`config.mk`:
```
export PLATFORM = sky130hd
export DESIGN_NAME = clipper_ram_req_port
export DESIGN_NICKNAME = d
export VERILOG_FILES = /design/src/rtl/clipper_ram_req_port.sv
export SDC_FILE = /design/constraint.sdc
export NUM_CORES = 1
export LEC_CHECK = 0
export CAP_MARGIN = 20
export CORE_MARGIN = 4
export CORE_UTILIZATION = 38
export CTS_CLUSTER_SIZE = 20
export DETAILED_ROUTE_END_ITERATION = 10
export PLACE_DENSITY = 0.73
export SETUP_SLACK_MARGIN = 0.2
export SLEW_MARGIN = 20
export SYNTH_ARGS = -nofsm -noshare
export SYNTH_HDL_FRONTEND = slang
export SYNTH_SLANG_ARGS = --single-unit
```
`constraint.sdc`:
```
create_clock -name clk -period 2.8 [get_ports clk]
set_input_delay 0.56 -clock clk [delete_from_list [all_inputs] [get_ports clk]]
set_output_delay 0.56 -clock clk [all_outputs]
set_load 0.05 [all_outputs]
```
`src/rtl/clipper_ram_req_port.sv`:
```
// rtl/clipper_ram_req_port.sv - RLDRAM3 request port: command accept, request issue, read tag tracking
module clipper_ram_req_port #(
    parameter int G_BANK_W    = 4,
    parameter int G_ADDR_W    = 21,
    parameter int G_DAT_W     = 72,
    parameter int G_DM_W      = 4,
    parameter int G_TAG_W     = 4,
    parameter int G_MAX_OUTST = 8
) (
    input  logic                clk,
    input  logic                rst,
    input  logic                cmd_valid,
    output logic                cmd_ready,
    input  logic                cmd_wr,
    input  logic [G_BANK_W-1:0] cmd_bank,
    input  logic [G_ADDR_W-1:0] cmd_row_col,
    input  logic [G_DAT_W-1:0]  cmd_data,
    input  logic [G_DM_W-1:0]   cmd_dm,
    input  logic [G_TAG_W-1:0]  cmd_tag,
    output logic                rsp_valid,
    output logic [G_TAG_W-1:0]  rsp_tag,
    output logic [G_DAT_W-1:0]  rsp_data,
    output logic [G_BANK_W-1:0] bk_addr,
    output logic [G_ADDR_W-1:0] row_col_addr,
    output logic                wr_req,
    output logic                rd_req,
    output logic [G_DM_W-1:0]   dm,
    output logic [G_DAT_W-1:0]  wr_data,
    input  logic                req_bus_afull,
    input  logic                busy,
    input  logic                rd_data_rdy,
    input  logic [G_DAT_W-1:0]  rd_data,
    input  logic                init_done,
    input  logic                cal_fail,
    output logic                err_unexp,
    output logic                err_cal
);

    localparam int PTR_W = (G_MAX_OUTST > 1) ? $clog2(G_MAX_OUTST) : 1;
    localparam int CNT_W = PTR_W + 1;

    typedef enum logic [1:0] {
        ST_INIT = 2'd0,
        ST_RUN  = 2'd1,
        ST_FAIL = 2'd2
    } state_t;

    state_t state_q, state_d;

    logic [CNT_W-1:0]    count_q, count_d;
    logic [PTR_W-1:0]    wr_ptr_q, rd_ptr_q;
    logic [G_TAG_W-1:0]  tag_mem [G_MAX_OUTST];

    logic                wr_req_q, rd_req_q, rsp_valid_q;
    logic [G_BANK_W-1:0] bk_addr_q;
    logic [G_ADDR_W-1:0] row_col_q;
    logic [G_DAT_W-1:0]  wr_data_q, rsp_data_q;
    logic [G_DM_W-1:0]   dm_q;
    logic [G_TAG_W-1:0]  rsp_tag_q;
    logic                err_unexp_q, err_cal_q;

    logic accept, acc_wr, acc_rd, pop, unexp;

    // State register
    always_ff @(posedge clk) begin
        if (!rst) begin
            state_q <= ST_INIT;
        end else begin
            state_q <= state_d;
        end
    end

    // Next-state: calibration failure wins over init completion; FAIL is terminal until reset
    always_comb begin
        state_d = state_q;
        case (state_q)
            ST_INIT: begin
                if (cal_fail) begin
                    state_d = ST_FAIL;
                end else if (init_done) begin
                    state_d = ST_RUN;
                end
            end
            ST_RUN: begin
                if (cal_fail) begin
                    state_d = ST_FAIL;
                end
            end
            default: state_d = ST_FAIL;
        endcase
    end

    // Outputs from state: ready only in RUN with RAM headroom and a free tag slot
    always_comb begin
        cmd_ready = (state_q == ST_RUN) && !req_bus_afull && !busy
                    && (count_q < CNT_W'(G_MAX_OUTST));
    end

    // Handshake and tag FIFO control; a pop needs a tag already present before this cycle
    always_comb begin
        accept  = cmd_valid && cmd_ready;
        acc_wr  = accept && cmd_wr;
        acc_rd  = accept && !cmd_wr;
        pop     = rd_data_rdy && (count_q != '0);
        unexp   = rd_data_rdy && (count_q == '0);
        count_d = count_q;
        if (acc_rd && !pop) begin
            count_d = count_q + 1'b1;
        end else if (pop && !acc_rd) begin
            count_d = count_q - 1'b1;
        end
    end

    // Tag FIFO pointers and occupancy; pointers wrap naturally at the power-of-two depth
    always_ff @(posedge clk) begin
        if (!rst) begin
            wr_ptr_q <= '0;
            rd_ptr_q <= '0;
            count_q  <= '0;
        end else begin
            if (acc_rd) begin
                wr_ptr_q <= wr_ptr_q + 1'b1;
            end
            if (pop) begin
                rd_ptr_q <= rd_ptr_q + 1'b1;
            end
            count_q <= count_d;
        end
    end

    // Tag storage; contents are meaningless while the pointers say empty, so no reset
    always_ff @(posedge clk) begin
        if (acc_rd) begin
            tag_mem[wr_ptr_q] <= cmd_tag;
        end
    end

    // Request issue: one-cycle pulses, address/data held between requests
    always_ff @(posedge clk) begin
        if (!rst) begin
            wr_req_q  <= 1'b0;
            rd_req_q  <= 1'b0;
            bk_addr_q <= '0;
            row_col_q <= '0;
            wr_data_q <= '0;
            dm_q      <= '0;
        end else begin
            wr_req_q <= acc_wr;
            rd_req_q <= acc_rd;
            if (accept) begin
                bk_addr_q <= cmd_bank;
                row_col_q <= cmd_row_col;
            end
            if (acc_wr) begin
                wr_data_q <= cmd_data;
                dm_q      <= cmd_dm;
            end else if (acc_rd) begin
                dm_q      <= '0;
            end
        end
    end

    // Read response: pair returning data with the oldest outstanding tag
    always_ff @(posedge clk) begin
        if (!rst) begin
            rsp_valid_q <= 1'b0;
            rsp_tag_q   <= '0;
            rsp_data_q  <= '0;
        end else begin
            rsp_valid_q <= pop;
            if (pop) begin
                rsp_tag_q  <= tag_mem[rd_ptr_q];
                rsp_data_q <= rd_data;
            end
        end
    end

    // Sticky error flags
    always_ff @(posedge clk) begin
        if (!rst) begin
            err_unexp_q <= 1'b0;
            err_cal_q   <= 1'b0;
        end else begin
            if (unexp) begin
                err_unexp_q <= 1'b1;
            end
            if ((state_d == ST_FAIL) && (state_q != ST_FAIL)) begin
                err_cal_q <= 1'b1;
            end
        end
    end

    assign wr_req       = wr_req_q;
    assign rd_req       = rd_req_q;
    assign bk_addr      = bk_addr_q;
    assign row_col_addr = row_col_q;
    assign wr_data      = wr_data_q;
    assign dm           = dm_q;
    assign rsp_valid    = rsp_valid_q;
    assign rsp_tag      = rsp_tag_q;
    assign rsp_data     = rsp_data_q;
    assign err_unexp    = err_unexp_q;
    assign err_cal      = err_cal_q;

endmodule

```
==> results.md <==
- Status: complete, no violations
- Fmax: 0.401 GHz
- Sequential cell area: 4840 um2
- Crit path DAT: 2.95 ns
- Routability cong.: 0.787
- Adder-Cell Fraction of Synth Area: 0.981%
- Total CTS buffers: 25
- Worst path cell trace: or4b_4, nor4b_4, ha_2, inv_4, ha_4, a21oi_4, a211oi_2, a31oi_4, mux2i_1
- Max transition margin: 47.5%
- Synth Register Bits: 226
- Synth unique cells: 37
- 1st-pass router iterations: 4
- Die height: 157 um
- Global Route Usage Sum: 18.5%
- CP Class: flop to flop
- CP bufs+invs: 1
- WL per Instance: 15.7 um
- Layout cell share with drive strength beyond 1: 6.80%
- Pwr/cell area: 793 nW/um2
- Ports: 369
- Clk_lat worst skew: 0.52 ns
- Post-layout util: 61.1%
- Mux share of post-synthesis cell area: 2.38%
- H-tree Lvls: 1
- Starting Density: 38.6%
- Leak: 4.73 nW
- R2R Path End: count_q[3]$_SDFFE_PN0P_
- Top FF cell, synth: dfxtp_1
- Final Instance Area: 13300 um2
- CTS Root Cell: clkbuf_16
- Main combinational cell family by area after synthesis: simple AND/OR/NAND/NOR gates
- HP Class: flop to flop
- RSZ-0062 raised after global routing: no
- Share of flip-flops with an asynchronous set or reset: 0%
- Warnings, synthesis: 0
- Worst-Margin Slew: 0.787 ns
- Residual DRC count: 0
- Port Buffers: 368
- DP Wirelength: 17.3 mm
- Initial DRC count: 341
- Largest net degree at the start of global routing: 145
- Min cycle time layout: 2.49 ns
- ANT cells: 0
- Synth Area in Compound Gates: 14.9%
- Maxcap violations: 0
- CP Data Required Time: 3.25 ns
- Die area: 24600 um2
- Crit end category: flop
- CTS clk-pin slew, worst paths: 0.06 ns
- Hold_ws: 0.459 ns
- Min-Delay Path Depth: 2
- Via-to-Cell Ratio: 4.76
- Slowest cell on crit path: or4b_4
- FF-to-FF path depth: 9
- Sequential fraction of the synthesis area: 57.6%
- Synth Area in Simple Gates: 20.1%
- Synth Area in XOR/XNOR: 0.520%
- Routed Antenna Nets: 0
- Nets: 1453
- Vias: 7424
- Reg2Reg Setup Slack: 0.31 ns
- Fin. Hold Viols: 0
- Hold_buf cts: 0
- Most frequent cell after synthesis: nand2_1
- Max-slew violation count: 0
- Routed wire length: 24.5 mm
- CTS Sinks: 226
- Crit-path max FO: 4
- First-pass GRT wire length: 37.2 mm
- Final setup violation count: 0
- Worst IR Drop VDD: 464 uV
- Top cells by count, synth: 280 x nand2_1, 194 x dfxtp_1, 103 x a21boi_0, 79 x nand3_1, 78 x o21ai_0
- Worst Min Path Start: row_col_addr[11]$_SDFFE_PN0N_
- CP Launch Type: flop
- Worst r2r src: state_q[1]$_SDFF_PN0_
- Final Cycle Share: 89.0%
- Initial antenna violation count: 0
- Die X: 157 um
- Vias in the first global route: 7060
- Core footprint: 21800 um2
- Row count: 54
- Clock buffer depth: 3
- Worst Skew: 0.0233 ns
- Top Family by Delay on Critical Path: simple AND/OR/NAND/NOR gates
- Worst hold endpoint: row_col_addr[11]$_SDFFE_PN0N_
- Syn_area_per_cell: 9.20 um2
- Cell area after synthesis: 8420 um2
- Synth area leaders: dfxtp_1 46%, nand2_1 12%, edfxtp_1 11%
- Yosys top cell area share: 46.1%
- Layout area overhead: 58.4%
- Post-synth EDFFs: 32
- Fill cells: 1847
- Yosys top cell by area: dfxtp_1
- Synth Instances: 915
- Crit path largest cell delay: 0.55 ns
- Multi-input gate area: 3340 um2
- CP Depth: 9
- Gr ovfl total: 0
- DP Area: 12400 um2
- CTS tree: done
- Syn nets: 1107
==> final cells by class <==
type / count / share of cell area [%]
Clock buffer: 33 / 5.37
Clock inverter: 13 / 0.957
Inverter: 4 / 0.131
Multi-Input combinational cell: 612 / 25.1
Sequential cell: 226 / 36.3
Tap cell: 280 / 2.63
Timing Repair Buffer: 392 / 29.5
==> per-layer routing <==
metal | wire [um] | up-vias | share of wire (%) | GRT usage, %
met1 | 9760 | 3325 | 40 | 22.5
met4 | 472 | 0 | 1.9 | 4.59
met3 | 2850 | 35 | 12 | 7.47
met2 | 11400 | 292 | 47 | 30.7
li1 | - | 3772 | - | -
met5 | 0 | - | 0 | 0
==> sequential cells by signal (all words and copies together) (netlist names), 2 cells and up <==
signal	cells
rsp_data	72
wr_data	72
tag_mem	32
row_col_addr	21
bk_addr	4
count_q	4
dm	4
rsp_tag	4
rd_ptr_q	3
wr_ptr_q	3
state_q	2
==> power breakdown <==
group,switching (W),internal [W],leakage (nW)
sequential,0.000220,0.00364,1.86
clock,0.00132,0.00198,0.407
combinational,0.00215,0.00125,2.47
==> worst max-delay path by stage <==
stage,endpoint,start,slack [ns]
6_report,count_q[3]$_SDFFE_PN0P_,state_q[1]$_SDFF_PN0_,0.31
5_1_grt,count_q[3]$_SDFFE_PN0P_,state_q[1]$_SDFF_PN0_,0.16
4_1_cts,count_q[3]$_SDFFE_PN0P_,req_bus_afull,0.34
3_5_place_dp,count_q[3]$_SDFFE_PN0P_,req_bus_afull,-0.23
3_3_place_gp,count_q[3]$_SDFFE_PN0P_,req_bus_afull,-0.18
2_1_floorplan,count_q[3]$_SDFFE_PN0P_,req_bus_afull,0.20
==> tightest hold or removal path, cell delays in order (launching register included) <==
cell	delay, ns
dfxtp_1	0.31
nand2_1	0.04
a21boi_0	0.06
==> placed cells by master, fill, tap and decap left out, types with 3 or more instances in the layout <==
cell type and instances:
and2_1 7, clkbuf_16 25, nor2_1 12, buf_12 5, clkinv_1 4, o22ai_1 4
buf_4 19, xnor2_1 3, clkdlybuf4s50_1 365, clkinvlp_4 3, clkbuf_8 6, edfxtp_1 32
o21ai_0 78, nand2_1 280, a21boi_0 103, mux4_2 8, dfxtp_1 194, nor2b_1 3
nand3_1 78, nor3_1 3
==> repair_timing <==
action	CTS	global route
setup buffers	0	3
endpoints found under the setup margin	0	1
resized for setup	0	10
==> stage by stage <==
stage / setup TNS (ns) / worst slack (ns) / instances / power, W
finish: 0 / 0.307 / 1560 / 0.0106
global route: 0 / 0.157 / 1560 / 0.0111
CTS: 0 / 0.343 / 1557 / 0.0106
detailed placement: -0.337 / -0.226 / 1511 / 0.00728
global placement: -0.255 / -0.181 / 1511 / 0.00723
floorplan: 0 / 0.205 / 915 / 0.00604
==> logic make-up after synthesis <==
logic type | Yosys count
simple gates | 397
buf+inv | 77
fa+ha+maj | 6
mux | 10
flops | 226
xor+xnor | 5
compound gates | 194
Note: power is estimated with default switching activity, not from simulation.
